<file path="src/rtl/digit_entry.sv">
// Two-digit BCD entry stage: synchronizes and debounces the enter/clear buttons
// and shifts switch digits into a rolling two-digit register. Optional digit check: DIGIT_ENTRY_BCD_CHECK_EN.
module digit_entry #(
    parameter int DB_CYCLES = 500000
) (
    input  logic       clk,
    input  logic       reset,
    input  logic [3:0] sw_digit,
    input  logic       key_n,
    input  logic       clr_n,
    output logic [7:0] digits,
    output logic [1:0] count,
    output logic       full,
    output logic       err
);

    localparam int CW = $clog2(DB_CYCLES);
    localparam logic [CW-1:0] CNT_MAX = CW'(DB_CYCLES - 1);
    localparam int ENTER = 0;
    localparam int CLEAR = 1;

    typedef enum logic [1:0] {
        EMPTY = 2'd0,
        ONE   = 2'd1,
        FULL  = 2'd2
    } state_t;

    state_t        state;
    logic [3:0]    sw_meta, sw_sync;
    logic [1:0]    btn_meta, btn_sync, btn_db, btn_db_d;
    logic [CW-1:0] btn_cnt [2];
    logic          enter_evt, clr_evt, digit_ok;

    // NOTE: every flop uses non-blocking assignments so all stages sample pre-edge values.
    always_ff @(posedge clk) begin
        if (reset) begin
            sw_meta  <= 4'h0;
            sw_sync  <= 4'h0;
            btn_meta <= 2'b11;
            btn_sync <= 2'b11;
            btn_db   <= 2'b11;
            btn_db_d <= 2'b11;
            for (int i = 0; i < 2; i++) btn_cnt[i] <= '0;
        end else begin
            sw_meta  <= sw_digit;
            sw_sync  <= sw_meta;
            btn_meta <= {clr_n, key_n};
            btn_sync <= btn_meta;
            btn_db_d <= btn_db;
            for (int i = 0; i < 2; i++) begin
                if (btn_sync[i] == btn_db[i]) begin
                    btn_cnt[i] <= '0;
                end else if (btn_cnt[i] == CNT_MAX) begin
                    // Level held long enough: accept it and restart the count.
                    btn_db[i]  <= btn_sync[i];
                    btn_cnt[i] <= '0;
                end else begin
                    btn_cnt[i] <= btn_cnt[i] + 1'b1;
                end
            end
        end
    end

    // Press is a one-cycle high-to-low step of the debounced level; release is ignored.
    assign enter_evt = btn_db_d[ENTER] & ~btn_db[ENTER];
    assign clr_evt   = btn_db_d[CLEAR] & ~btn_db[CLEAR];

`ifdef DIGIT_ENTRY_BCD_CHECK_EN
    assign digit_ok = (sw_sync <= 4'd9);
`else
    assign digit_ok = 1'b1;
`endif

    always_ff @(posedge clk) begin
        if (reset) begin
            state  <= EMPTY;
            digits <= 8'h00;
            full   <= 1'b0;
            err    <= 1'b0;
        end else begin
            err <= 1'b0;
            if (clr_evt) begin
                // Clear wins over a simultaneous enter; that digit is dropped silently.
                state  <= EMPTY;
                digits <= 8'h00;
                full   <= 1'b0;
            end else if (enter_evt) begin
                if (digit_ok) begin
                    digits <= {digits[3:0], sw_sync};
                    case (state)
                        EMPTY: begin
                            state <= ONE;
                            full  <= 1'b0;
                        end
                        default: begin
                            state <= FULL;
                            full  <= 1'b1;
                        end
                    endcase
                end else begin
                    err <= 1'b1;
                end
            end
        end
    end

    assign count = state;

endmodule

</file>
<file path="config.mk">
export PLATFORM = sky130hd
export DESIGN_NAME = digit_entry
export DESIGN_NICKNAME = d
export VERILOG_FILES = /design/src/rtl/digit_entry.sv
export SDC_FILE = /design/constraint.sdc
export NUM_CORES = 1
export LEC_CHECK = 0
export ABC_AREA = 1
export BUFFER_PORTS_ARGS = -buffer_cell sky130_fd_sc_hd__buf_2
export CAP_MARGIN = 20
export CORE_ASPECT_RATIO = 0.9
export CORE_MARGIN = 2
export CORE_UTILIZATION = 33
export CTS_CLUSTER_SIZE = 20
export DETAILED_ROUTE_END_ITERATION = 7
export PLACE_DENSITY_LB_ADDON = 0.25
export REMOVE_ABC_BUFFERS = 1
export SETUP_SLACK_MARGIN = 0.1
export SYNTH_ARGS = -nofsm -noshare
export SYNTH_HDL_FRONTEND = slang
export SYNTH_SLANG_ARGS = --single-unit
</file>
<file path="constraint.sdc">
create_clock -name clk -period 2.3 [get_ports clk]
set_input_delay 0.46 -clock clk [delete_from_list [all_inputs] [get_ports clk]]
set_output_delay 0.46 -clock clk [all_outputs]
set_load 0.005 [all_outputs]
</file>
Word-level counts from Yosys, hierarchy flattened

Memory sizes are Yosys's and may differ from the RTL's.
Cells that the tools add are included.

Memory bits (writable): 38
Word-level logic and storage cells: 65
Memories: 1
Bits of input ports: 8
Flip-flop bits (word level): 27
Output and inout bits: 12

Memories:

| memory  | words | width | rd ports | clocked after memory_dff | write ports | RTL line | text |
|---|---|---|---|---|---|---|---|
| btn_cnt | 2     | 19    | 2        | 0                        | 2           | 31       | `logic [CW-1:0] btn_cnt [2];` |

Bitwise gates (word level): 12
Reductions and logical operators: 4
Equal/unequal tests: 4
$add $sub $neg: 2
Muxes and demuxes: 32

Operator list:

| cell                                           | number |
|---|---|
| 2-to-1 mux 19 bit                              | 6 |
| adder 19 x 1 -> 19 bit (second input constant) | 2 |
| == test 19 bit (second input constant)         | 2 |
| 2-to-1 mux 1 bit                               | 25 |
| OR 1 bit                                       | 6 |
| NOT 1 bit                                      | 4 |
| AND reduction 2 bit                            | 2 |
| AND 1 bit                                      | 2 |
| == test 1 bit                                  | 2 |
| zero test 2 bit                                | 1 |
| 2-to-1 mux 2 bit                               | 1 |
| OR reduction 2 bit                             | 1 |

Longest topological paths before layout

An unclocked memory read counts as a cell.

Depth after elaboration: 8
Depth in mapped cells: 9
Mapped depth without buffers: 9

Least setup slack after synthesis

No wires, ideal clock.

Kind: register to register
Start point: memory btn_cnt[1][0] (netlist name)
End point: memory btn_cnt[1][12] (netlist name), data pin
Cell stages (with the launch flop): 8
Slack: 711 ps
Data required time: 2,046 ps
Data arrival time: 1,335 ps
Cell sequence: edfxtp_1 -> ha_1 -> nand3_2 -> nor2_2 -> nand3_2 -> nand2_4 -> buf_6 -> nor2_1

RTL lines:

| element         | RTL line |
|---|---|
| start, declared | 31 |

==> results.ini <==
[clock_network]
root_buffer = clkbuf_8
cts_buffer_depth = 2
postCtsHoldBufs = 0
cts_resized = 0
cts.sinks = 64
cts_buffers = 9
clkTransAtPathRegs_ns = 0.08
cts_setup_buffers = 0
tritoncts = done
cts_max_level = 3
clk_latency_ns = 0.34

[worst_setup_path]
reg2reg_slack_ns = 0.53
setup.worst_path.end = btn_cnt[0][16]$_SDFFCE_PN0P_
crit_path_cell_trace = ha_1 > nand2_1 > nor2_4 > nand3_1 > nand2_2 > inv_1 > nand2_1 > inv_1
slowest_stage = edfxtp_1
cp_max_fo = 18
cp.depth = 8
end_kind = register
r2r-end = btn_cnt[0][16]$_SDFFCE_PN0P_
crit_family = simple AND/OR/NAND/NOR gates
cp.required_ns = 2.41
worstPathArrival_ns = 1.88
r2r_cells = 8
crit_type = reg2reg
crit_start = btn_cnt[0][0]$_SDFFCE_PN0P_
critPathLaunchType = register
critical_path_buf_inv_count = 2
r2r_start = btn_cnt[0][0]$_SDFFCE_PN0P_
slowest_delay_ns = 0.43

[global_route]
grtUsageMet2 = 0.176
grt_pass1_vias = 2196
grt_pass1_wl_mm = 10.1
antenna_found_initial = 0
gr-total-overflow = 0
busiest_layer = met2
use_met1 = 0.170
grt_util_all_layers = 0.120
use_met3 = 0.0357
grt_max_degree = 19

[routing]
drt_iter0_drc = 109
drc = 0
num_vias = 2451
drt_first_pass_iters = 4
vias_per_cell = 4.24
totalWireLength_mm = 5.66
drt-wirelength-per-cell_um = 9.79
antenna_left = 0

[hold_path]
hold_class = in2reg

[placed_design]
post-place-cells = 562
gp_congestion = 0.845
portBuffers = 18
dp_hpwl_mm = 4.20

[cells_and_area]
multi_input_area_um2 = 1450
num-fill-cells = 974
final_cells = 578
diodes = 0
syn2layout_area_growth_pct = 16.9
fin_nets = 461
final_cell_mix = 101 x nand2_1, 87 x nor2_1, 39 x inv_1, 39 x conb_1, 38 x edfxtp_1
drive_gt1_frac = 0.103
final_common_cell = nand2_1
seq_area_um2 = 1660

[yosys]
seq_area_frac_synth = 0.525
synth_cell_types = 28
synth_seq_cells = 64
syn_area_um2 = 3160
synth.avg_cell_area_um2 = 8.11
synth_cells = 390
ys.warnings.count = 0

[flow_run]
cap_violations = 0

[timing]
period_minus_slack_ns = 1.77
finalCritPeriodShare = 0.771
whs_ns = 0.296
hold_violations = 0
final.setup.tns_ns = 0
rsz0062_at_grt = no
fmax_mhz = 564
skew_ns = 0.0157
drv_slew = 0
setup_viol = 0

[die]
die_x_um = 107
rows = 33
core_um2 = 9210
pin_count = 20
die_area_um2 = 10400
die_y_um = 96.9
start_util = 0.344

[status]
status = finished, final reports clean

[pwr]
leakage_nw = 1.50
power.density_nw_per_um2 = 627
irDropWorstVdd_v = 0.000377

worst register-to-register path: cells and delay by family (launching register included):
family,cells,cell delay (ns)
and+or+nand+nor,5,0.79
DFF,1,0.43
adders and majority gates,1,0.20
buffers and inverters,2,0.13
metal layers:
layer	part of all wire	vias to the layer above
li1	-	1321
met1	0.52	1087
met2	0.43	32
met3	0.032	11
met4	0.015	0
met5	0	-
report_power, final:
part           total [W]  switching [W]  internal [W]
registers        0.00129      0.0000359       0.00125
clock network   0.000942       0.000474      0.000468
logic          0.0000905      0.0000589     0.0000316
total            0.00232       0.000569       0.00175
cell type report:
type / count / area share
Clock inverter: 6 / 0.0122
Tap cell: 122 / 0.0413
Multi-Input combinational cell: 318 / 0.392
Clock buffer: 10 / 0.0403
Timing Repair Buffer: 18 / 0.0244
Inverter: 40 / 0.0406
Sequential cell: 64 / 0.449
flip-flops by register name (all words and copies together) (netlist names):
name	count
sw_meta	4
btn_cnt	38
btn_sync	2
btn_db	2
btn_meta	2
sw_sync	4
btn_db_d	2
digits	8
full	1
count	1
synthesized netlist by cell type:
master	count	area share
a21oi_1	19	0.030
buf_4	2	0.0047
buf_6	2	0.0071
clkbuf_1	1	0.0012
clkinv_1	1	0.0012
conb_1	2	0.0024
dfxtp_1	26	0.16
edfxtp_1	38	0.36
ha_1	2	0.0079
inv_1	39	0.046
nand2_1	101	0.12
nand2_2	1	0.0020
nand2_4	1	0.0036
nand3_1	21	0.033
nand3_2	2	0.0063
nand3b_1	1	0.0024
nand4_1	5	0.0099
nor2_1	87	0.10
nor2_2	2	0.0040
nor2_4	2	0.0071
nor3_1	3	0.0047
nor3_2	1	0.0032
o21ai_0	5	0.0079
o21bai_1	1	0.0024
or2_0	2	0.0040
or2_2	4	0.0079
xnor2_1	5	0.014
xor2_1	14	0.039
cell families after synthesis:
family	Yosys count	synth area share
other	2	0.00237
AND/OR/NAND/NOR	233	0.311
XOR/XNOR	19	0.0526
AO/OA/AOI/OAI	25	0.0403
flip-flops	64	0.525
buffers and inverters	45	0.0605
adder cells (fa/ha/maj)	2	0.00791
worst min-delay path by stage:
stage                               start                     end  depth (start not counted)
global route                        key_n  btn_meta[0]$_SDFF_PP1_                          2
detailed placement  sw_meta[3]$_SDFF_PP0_   sw_sync[3]$_SDFF_PP0_                          2
global placement    sw_meta[3]$_SDFF_PP0_   sw_sync[3]$_SDFF_PP0_                          2
finish                              key_n  btn_meta[0]$_SDFF_PP1_                          2
CTS                                 key_n  btn_meta[0]$_SDFF_PP1_                          2
floorplan           sw_meta[0]$_SDFF_PP0_   sw_sync[0]$_SDFF_PP0_                          2
through the flow:
step           area [um^2]  worst slack [ns]  power [W]   util
2_1_floorplan         3260             0.722    0.00137      -
5_1_grt               3700             0.328    0.00242  0.402
4_1_cts               3700             0.514    0.00235  0.402
6_report              3700             0.526    0.00232  0.402
3_3_place_gp          3500             0.552    0.00140  0.381
3_5_place_dp          3500             0.504    0.00140  0.381
Power figures use the tool's default switching activity.
